--- src/rtl/key_debounce_scan.sv ---
// Synchroniser, debouncer and press/release/auto-repeat event generator for push buttons.
// Each key runs in its own key_debounce_chan instance. The channels share no state.

module key_debounce_chan #(
  parameter int DEBOUNCE_CYCLES = 50000,
  parameter int REPEAT_DELAY    = 500000,
  parameter int REPEAT_PERIOD   = 100000,
  parameter bit RPT_EN          = 1'b0,
  parameter bit ACTIVE_LOW      = 1'b0
) (
  input  logic clock,
  input  logic reset,
  input  logic raw,
  output logic level,
  output logic down,
  output logic up,
  output logic rpt
);
  localparam int DW   = (DEBOUNCE_CYCLES > 2) ? $clog2(DEBOUNCE_CYCLES) : 1;
  localparam int HMAX = (REPEAT_DELAY > REPEAT_PERIOD) ? REPEAT_DELAY : REPEAT_PERIOD;
  localparam int HW   = $clog2(HMAX + 1);

  localparam logic [DW-1:0] DLAST   = DW'(DEBOUNCE_CYCLES - 1);
  localparam logic [HW-1:0] HDELAY  = HW'(REPEAT_DELAY);
  localparam logic [HW-1:0] HPERIOD = HW'(REPEAT_PERIOD);
  localparam logic [HW-1:0] HONE    = HW'(1);

  localparam logic [1:0] RELEASED  = 2'd0;
  localparam logic [1:0] HELD_WAIT = 2'd1;
  localparam logic [1:0] HELD_RPT  = 2'd2;

  logic          s1, s2;
  logic [DW-1:0] dcnt;
  logic [HW-1:0] hcnt;
  logic [1:0]    state;
  logic          accept;

  assign accept = (s2 != level) && (dcnt == DLAST);

  always_ff @(posedge clock) begin
    if (reset) begin
      s1    <= 1'b0;
      s2    <= 1'b0;
      level <= 1'b0;
      dcnt  <= '0;
      hcnt  <= '0;
      state <= RELEASED;
      down  <= 1'b0;
      up    <= 1'b0;
      rpt   <= 1'b0;
    end else begin
      s1   <= raw ^ ACTIVE_LOW;
      s2   <= s1;
      down <= 1'b0;
      up   <= 1'b0;
      rpt  <= 1'b0;

      if (s2 == level)  dcnt <= '0;
      else if (accept) begin
        dcnt  <= '0;
        level <= s2;
      end else          dcnt <= dcnt + DW'(1);

      // hcnt counts edges since key_down; an accepted release always wins over a due repeat.
      case (state)
        RELEASED: begin
          if (accept) begin
            down  <= 1'b1;
            hcnt  <= HONE;
            state <= HELD_WAIT;
          end
        end
        HELD_WAIT: begin
          if (accept) begin
            up    <= 1'b1;
            hcnt  <= '0;
            state <= RELEASED;
          end else if (hcnt == HDELAY) begin
            // Keys without repeat park here with hcnt saturated.
            rpt   <= RPT_EN;
            hcnt  <= RPT_EN ? HONE : hcnt;
            state <= RPT_EN ? HELD_RPT : HELD_WAIT;
          end else begin
            hcnt <= hcnt + HONE;
          end
        end
        HELD_RPT: begin
          if (accept) begin
            up    <= 1'b1;
            hcnt  <= '0;
            state <= RELEASED;
          end else if (hcnt == HPERIOD) begin
            rpt  <= 1'b1;
            hcnt <= HONE;
          end else begin
            hcnt <= hcnt + HONE;
          end
        end
        default: begin
          hcnt  <= '0;
          state <= RELEASED;
        end
      endcase
    end
  end
endmodule

module key_debounce_scan #(
  parameter int                 NUM_KEYS        = 2,
  parameter int                 DEBOUNCE_CYCLES = 50000,
  parameter int                 REPEAT_DELAY    = 500000,
  parameter int                 REPEAT_PERIOD   = 100000,
  parameter logic [NUM_KEYS-1:0] REPEAT_MASK    = 2'b10,
  parameter bit                 ACTIVE_LOW      = 1'b0
) (
  input  logic                clock,
  input  logic                reset,
  input  logic [NUM_KEYS-1:0] key_raw,
  output logic [NUM_KEYS-1:0] key_level,
  output logic [NUM_KEYS-1:0] key_down,
  output logic [NUM_KEYS-1:0] key_up,
  output logic [NUM_KEYS-1:0] key_repeat,
  output logic [NUM_KEYS-1:0] key_press
);
  for (genvar k = 0; k < NUM_KEYS; k++) begin : g_key
    key_debounce_chan #(
      .DEBOUNCE_CYCLES (DEBOUNCE_CYCLES),
      .REPEAT_DELAY    (REPEAT_DELAY),
      .REPEAT_PERIOD   (REPEAT_PERIOD),
      .RPT_EN          (REPEAT_MASK[k]),
      .ACTIVE_LOW      (ACTIVE_LOW)
    ) u_chan (
      .clock (clock),
      .reset (reset),
      .raw   (key_raw[k]),
      .level (key_level[k]),
      .down  (key_down[k]),
      .up    (key_up[k]),
      .rpt   (key_repeat[k])
    );
  end

  assign key_press = key_down | key_repeat;
endmodule

--- config.mk ---
export PLATFORM = sky130hd
export DESIGN_NAME = key_debounce_scan
export DESIGN_NICKNAME = d
export VERILOG_FILES = /design/src/rtl/key_debounce_scan.sv
export SDC_FILE = /design/constraint.sdc
export NUM_CORES = 1
export LEC_CHECK = 0
export BUFFER_PORTS_ARGS = -buffer_cell sky130_fd_sc_hd__buf_2
export CAP_MARGIN = 20
export CORE_UTILIZATION = 40
export CTS_CLUSTER_SIZE = 12
export DETAILED_ROUTE_END_ITERATION = 8
export PLACE_DENSITY = 0.56
export RECOVER_POWER = 25
export SETUP_SLACK_MARGIN = 0.05
export SLEW_MARGIN = 20
export SYNTH_ARGS = -nofsm -noshare
export SYNTH_HDL_FRONTEND = slang
export SYNTH_SLANG_ARGS = --single-unit
--- constraint.sdc ---
create_clock -name clock -period 2.2 [get_ports clock]
set_input_delay 0.11 -clock clock [delete_from_list [all_inputs] [get_ports clock]]
set_output_delay 0.11 -clock clock [all_outputs]
set_load 0.05 [all_outputs]
==> key figures, run 1 <==
Yosys
  • Seq/Total Area, Yosys: 40.7%
  • Distinct cell type count after synthesis: 48
  • Yosys warns: 0
  • Syn nets: 400
  • Syn Area/Cell: 8.25 sq um
  • Post-Syn Area: 3200 sq um
  • #FFs+latches synth: 65
  • Mapped Cells: approximately 390

Clocking
  • Clk Latency, worst-skew pair: ~0.34 ns
  • Clock root buffer master: clkbuf_8
  • Total CTS buffers: 9
  • Number of H-tree levels: 3
  • Worst-path clk slew: 0.08 ns
  • Post-CTS setup buffer count: 0
  • CTS tree: yes
  • CTS Sinks: 65
  • CTS Buffer Depth: 2

Global route
  • Grt met1 use: about 20%
  • First-pass GRT wire length: 11.0 mm
  • Largest net degree at the start of global routing: 36
  • Gr ovfl total: 0
  • GRT Max-Usage Layer: met2
  • Vias in the first global route: between 2000 and 2500
  • GRT met2 Usage: between 20 and 30%
  • Met3 usage: under 10%
  • Initial antenna violation count: 0
  • Global-route usage over all layers: between 15 and 20%

Detailed routing
  • Final WL: 6.21 mm
  • Post-DRT Antenna Nets: 0
  • DR DRC count: 0
  • 1st-pass router iterations: 4
  • Post-DR vias/cell: between 5 and 6
  • Starting DRT DRC Count: between 90 and 100
  • DR vias: 2533
  • Final routed wire length divided by cell count: 12.3 um

Timing
  • RSZ-0062 raised after global routing: true
  • Hold Fails Final Rpt: 0
  • Setup Total Neg Slack: 0 ns
  • Min Tclk post-route: about 2.0 ns
  • Final Cycle Share: roughly 93%
  • Slew Limit Fails: 0
  • Worst-margin pin slew: between 0.6 and 0.7 ns
  • Slew Limit Headroom: about 58%
  • Finish-stage setup viols: 0
  • Worst Skew: ~0.013 ns
  • Fmax: roughly 500 MHz

Worst setup path
  • Worst EP required: approximately 2.5 ns
  • Worst Path Max Fanout: 5
  • CP Launch Type: flop
  • CP Buf/Inv Count: 0
  • Cell chain of the critical path: ha_2, and4_2, nand4_2, nor3_2, nand3_1, or4b_1, a31oi_1
  • CP arrival: roughly 2.3 ns
  • Setup crit end kind: flop
  • Top cell family by delay on the critical path: simple AND/OR/NAND/NOR gates
  • Crit path largest cell delay: a little over 0.5 ns
  • Slowest-stage cell, CP: or4b_1
  • WS Path Type: flop to flop

Die
  • Die area: about 8400 sq um
  • Die W: roughly 91 um
  • Die Y: between 90 and 100 um
  • Core Area: around 7700 sq um
  • Initial Util: about two fifths
  • FP Rows: 32
  • Top-level I/O count: 14

Place
  • Post-Place Cells: 488
  • Routability cong.: 0.784
  • Port Buffers: 12
  • DP HPWL: roughly 4.2 mm

Finish
  • Final cell count without fillers: 506
  • Nets: 411
  • Most frequent cells in the layout: 62 x dfxtp_1, 60 x nor2_1, 42 x nand3_1
  • Commonest non-fill, non-tap cell in the layout: dfxtp_1
  • Layout area overhead: 12.7%
  • # diodes: 0
  • Share of cells above drive strength 1: roughly an eighth
  • Filler cells: around 760

Job
  • Max-cap violations: 0

Pwr
  • Leakage: roughly 1.1 nW
  • PD cells: 677 nW/um^2
  • VDD IR max: roughly 0.4 mV
  • Final Total Pwr: around 0.0024 W

Run status
  • Status: finished clean

Min path
  • Hold WC Path Type: input port to flop
[layer usage]
| layer | vias to the layer above | share of wire [%] | routed length, um |
|---|---|---|---|
| li1 | 1352 | - | - |
| met1 | 1139 | 50 | 3120 |
| met2 | 36 | 45 | 2800 |
| met3 | 6 | 3.6 | 225 |
| met4 | 0 | 1.1 | 68 |
| met5 | - | 0 | 0 |
[synthesized netlist by cell type (all sizes together)]
cell     instances  area share [%]
dfxtp           65              41
nor2            61             7.4
nand3           43             6.9
nand2           36             4.2
buf             18             4.0
xnor2           17             4.7
a31oi           16             3.1
xor2            14             3.8
nor3            12             2.0
inv             10             1.2
nand4           10             2.2
clkbuf           9             1.1
ha               8             3.1
a21oi            7             1.1
and3             7             1.4
o21ai            6            0.94
nand4b           5             1.4
nand2b           4            0.78
nand3b           4            0.94
nor2b            4            0.78
or3              4            0.78
or4b             4             1.4
nor4             3            0.59
nor4b            3             1.0
a211oi           2            0.63
and2             2            0.39
and4             2            0.55
nor3b            2            0.47
or2              2            0.39
a2111o           1            0.35
and4b            1            0.31
conb             1            0.12
mux2i            1            0.31
nand4bb          1            0.35
o211ai           1            0.23
o21a             1            0.23
or4              1            0.23
[final cells by class]
| type | instances | area [sq um] | share of cell area (%) |
|---|---|---|---|
| clock buffer | 10 | 128 | 3.54 |
| clock inverter | 6 | 115 | 3.19 |
| tap | 102 | 128 | 3.54 |
| sequential | 65 | 1310 | 36.2 |
| multi-input combinational | 286 | 1730 | 48.0 |
| timing repair buffer | 27 | 163 | 4.51 |
| inverter | 10 | 37.5 | 1.04 |
[power breakdown]
group | internal, W | leakage (nW) | switching, W
combinational | 0.0000110 | 0.503 | 0.0000212
sequential | 0.00118 | 0.526 | 0.00000221
clock | 0.000759 | 0.117 | 0.000469
total | 0.00195 | 1.15 | 0.000493
[cell families (layout without fill, tap and decap cells)]
| kind of cell | count (synthesis) | in the layout | synth area share (%) |
|---|---|---|---|
| buffers and inverters | 37 | 53 | 6.30 |
| multiplexers | 1 | 1 | 0.313 |
| flip-flops | 65 | 65 | 40.7 |
| adder cells (fa/ha/maj) | 8 | 8 | 3.13 |
| XOR/XNOR | 31 | 31 | 8.49 |
| other | 1 | 1 | 0.117 |
| AND/OR/NAND/NOR | 211 | 211 | 34.4 |
| AO/OA/AOI/OAI | 34 | 34 | 6.61 |
[flip-flops by register name, indices dropped and copies added (netlist names)]
| register | flops |
|---|---|
| g_key.u_chan.dcnt | 32 |
| g_key.u_chan.hcnt | 19 |
| g_key.u_chan.state | 3 |
| g_key.u_chan.down | 2 |
| g_key.u_chan.level | 2 |
| g_key.u_chan.s1 | 2 |
| g_key.u_chan.s2 | 2 |
| g_key.u_chan.up | 2 |
| g_key.u_chan.rpt | 1 |
[per-stage QoR]
stage          setup WS, ns  cell area (sq um)  hold slack [ns]  utilization, %
6_report              0.151               3610            0.272            46.7
4_1_cts              0.0606               3590            0.271            46.5
2_1_floorplan         0.225               3200            0.238               -
3_3_place_gp          0.123               3330            0.331            43.1
5_1_grt              0.0313               3610            0.315            46.7
3_5_place_dp         0.0885               3330            0.328            43.1
[path summary, 6_finish.rpt]
kind / start / end / slack, ns / depth (start not counted)
hold / removal: reset / g_key[0].u_chan.level / 0.27 / 2
setup / recovery: g_key[1].u_chan.hcnt[0] / g_key[1].u_chan.hcnt[18] / 0.15 / 7
hold reg to reg: g_key[1].u_chan.s1 / g_key[1].u_chan.s2 / 0.45 / 1
setup reg to reg: g_key[1].u_chan.hcnt[0] / g_key[1].u_chan.hcnt[18] / 0.15 / 7
[worst reg2reg max path, cell delays in order, from the launching register on]
cell and delay, ns:
dfxtp_2 0.36, ha_2 0.20, and4_2 0.29, nand4_2 0.16
nor3_2 0.19, nand3_1 0.11, or4b_1 0.51, a31oi_1 0.15
[timing repair]
action,CTS,global route
endpoints found under the hold margin,2,0
endpoints found under the setup margin,0,19
hold buffers,2,0
gates resized for setup,0,12
No activity file was read; power rests on OpenSTA's default activity.
==> run 2: changes to the inputs <==
- CORE_MARGIN: default -> 4
- PLACE_DENSITY: 0.56 -> 0.65
==> run 2 against run 1 <==
Power down 7.7%. Hold slack better by 0.14 ns. Via count up 4.5%. Combinational power up 3%. Critical endpoint is now g_key[1].u_chan.hcnt[7].
==> key figures, run 2 (synthesis gave the netlist of run 1 again) <==
Run status
  • Status: finished clean (unchanged)

Place
  • Routability cong.: 0.834 (was 0.784)
  • Post-Place Cells: 492 (was 488)
  • DP HPWL: 4.27 mm (was 4.25 mm)
  • Pre-CTS WS: -0.0128 ns (was 0.0885 ns)
  • Post-DP Area: 3360 sq um (was 3330 sq um)
  • Port Buffers: 12 (unchanged)

Detailed routing
  • Final WL: 6.25 mm (was 6.21 mm)
  • Final routed wire length divided by cell count: 12.2 um (was 12.3 um)
  • Post-DRT Antenna Nets: 0 (unchanged)
  • DR vias: 2647 (was 2533)
  • 1st-pass router iterations: 4 (unchanged)
  • DR DRC count: 0 (unchanged)
  • Post-DR vias/cell: 5.16 (was 5.01)
  • Starting DRT DRC Count: 91 (was 92)

Finish
  • # diodes: 0 (unchanged)
  • Final cell count without fillers: 513 (was 506)
  • Biggest regs: g_key.u_chan.dcnt x32, g_key.u_chan.hcnt x19, g_key.u_chan.state x3 (unchanged)
  • Most frequent cells in the layout: 61 x dfxtp_1, 60 x nor2_1, 41 x nand3_1 (was 62 x dfxtp_1, 60 x nor2_1, 42 x nand3_1)
  • Max reg flops: 32 (unchanged)
  • Share of cells above drive strength 1: 14.6% (was 12.1%)
  • Commonest non-fill, non-tap cell in the layout: dfxtp_1 (unchanged)
  • Nets: 418 (was 411)
  • Layout area overhead: 14.0% (was 12.7%)
  • Final instance area: 3650 sq um (was 3610 sq um)
  • Most flops, register: g_key.u_chan.dcnt (unchanged)

Clocking
  • Clk Latency, worst-skew pair: 0.34 ns (about the same)
  • Clock root buffer master: clkbuf_8 (unchanged)
  • CTS tree: yes (unchanged)
  • Worst-path clk slew: 0.08 ns (about the same)
  • Number of H-tree levels: 3 (unchanged)
  • CTS Buffer Depth: 2 (unchanged)
  • Total CTS buffers: 9 (unchanged)
  • CTS Sinks: 65 (unchanged)

Worst setup path
  • Critical R2R Capture: g_key[1].u_chan.hcnt[7] (was g_key[1].u_chan.hcnt[18])
  • WS Path Type: flop to flop (unchanged)
  • Reg2Reg Setup Slack: 0.10 ns (was 0.15 ns)
  • Worst EP required: 2.38 ns (was 2.46 ns)
  • CP arrival: 2.28 ns (was 2.31 ns)
  • FF-to-FF path depth: 8 (was 7)
  • Worst r2r src: g_key[1].u_chan.dcnt[4] (was g_key[1].u_chan.hcnt[0])
  • Setup crit end kind: flop (unchanged)
  • Worst Path Max Fanout: 14 (was 5)
  • CP Launch Type: flop (unchanged)
  • Worst Setup SP: g_key[1].u_chan.dcnt[4] (was g_key[1].u_chan.hcnt[0])

Die
  • FP Rows: 32 (unchanged)
  • Die Y: 97.4 um (was 91.4 um)
  • Core Area: 7770 sq um (was 7730 sq um)
  • Die W: 97.4 um (was 91.4 um)
  • Initial Util: 41.2% (was 41.4%)
  • Die area: 9490 sq um (was 8360 sq um)
  • Top-level I/O count: 14 (unchanged)

Timing
  • Setup WS post-layout: 0.102 ns (was 0.151 ns)
  • RSZ-0062 raised after global routing: true (unchanged)
  • Final Cycle Share: 95.4% (was 93.1%)
  • Slew Limit Headroom: 31.9% (was 58.2%)
  • Setup Total Neg Slack: 0 ns (unchanged)
  • Fmax: 477 MHz (was 488 MHz)
  • Slew Limit Fails: 0 (unchanged)
  • Finish-stage setup viols: 0 (unchanged)
  • Hold Fails Final Rpt: 0 (unchanged)
  • WHS: 0.408 ns (was 0.272 ns)
  • Min Tclk post-route: 2.10 ns (was 2.05 ns)
  • Worst-margin pin slew: 1.02 ns (was 0.628 ns)
  • Worst Skew: 0.00941 ns (was 0.0131 ns)

Global route
  • Largest net degree at the start of global routing: 23 (was 36)
  • Initial antenna violation count: 0 (unchanged)
  • Global-route usage over all layers: 13.6% (was 16.3%)
  • Gr ovfl total: 0 (unchanged)
  • First-pass GRT wire length: 11.0 mm (about the same)
  • Vias in the first global route: 2510 (was 2388)

Min path
  • Worst Hold Depth: 2 (unchanged)
  • Hold WC Path Type: input port to flop (unchanged)
  • Hold endpoint: g_key[0].u_chan.level (unchanged)
  • Hold Path Origin: reset (unchanged)

Job
  • Max-cap violations: 0 (unchanged)

Pwr
  • PD cells: 618 nW/um^2 (was 677 nW/um^2)
  • VDD IR max: 0.377 mV (was 0.399 mV)
  • Leakage: 1.16 nW (was 1.15 nW)
-- run 2: changes by cell type in the layout (fill, tap and decap cells not counted), sizes merged --
cell      before  now
clkinvlp       1    3
bufinv         3    1
buf           14   21
-- run 2: through the flow --
step           utilization (%)  power [W]
2_1_floorplan                -    0.00124
3_3_place_gp              43.2    0.00124
3_5_place_dp              43.2    0.00124
4_1_cts                   46.3    0.00228
5_1_grt                   47.0    0.00234
6_report                  47.0    0.00226
-- run 2: how the worst max path moves through the flow --
stage                               endpoint  depth (start not counted)
floorplan           g_key[1].u_chan.hcnt[13]                          8
global route        g_key[1].u_chan.hcnt[17]                          9
global placement    g_key[1].u_chan.hcnt[17]                          9
detailed placement  g_key[1].u_chan.hcnt[17]                          9
finish               g_key[1].u_chan.hcnt[7]                          8
CTS                  g_key[1].u_chan.hcnt[7]                          9
-- run 2: critical path, cell delays in order (launching register included) --
cell and delay [ns]:
dfxtp_1 0.38, nor4b_4 0.31, or4b_4 0.53, nor2_4 0.19, a211oi_4 0.06, buf_6 0.12
buf_4 0.17, nand4b_1 0.10, a31oi_1 0.08
-- run 2: metal layers --
layer / routed length [um] / track usage [%]
met2: 2910 / 22.1
met3: 209 / 4.09
met1: 3020 / 17.0
met4: 96 / 4.90
met5: 0 / 0
-- run 2: final cells by class --
| cell class | count | area [sq um] |
|---|---|---|
| clock buffers | 10 | 138 |
| flip-flops and latches | 65 | 1310 |
| clock inverters | 6 | 66.3 |
| inverters | 10 | 37.5 |
| repair buffers | 34 | 218 |
| fillers | 761 | 4120 |
| multi-input cells | 286 | 1750 |
| well taps | 102 | 128 |
-- run 2: timing repair --
action,in CTS,in global routing
hold endpoints to repair,2,0
hold buffers,2,0
endpoints found under the setup margin,10,19
gates resized for setup,2,15
buffers inserted,1,2
pin swaps,0,5
-- run 2: power by group --
| group | leakage [nW] | internal, W | total, W | switching, W |
|---|---|---|---|---|
| Clock | 0.0949 | 0.000555 | 0.00104 | 0.000484 |
| Combinational | 0.543 | 0.0000112 | 0.0000331 | 0.0000220 |
| Sequential | 0.526 | 0.00118 | 0.00118 | 0.00000223 |
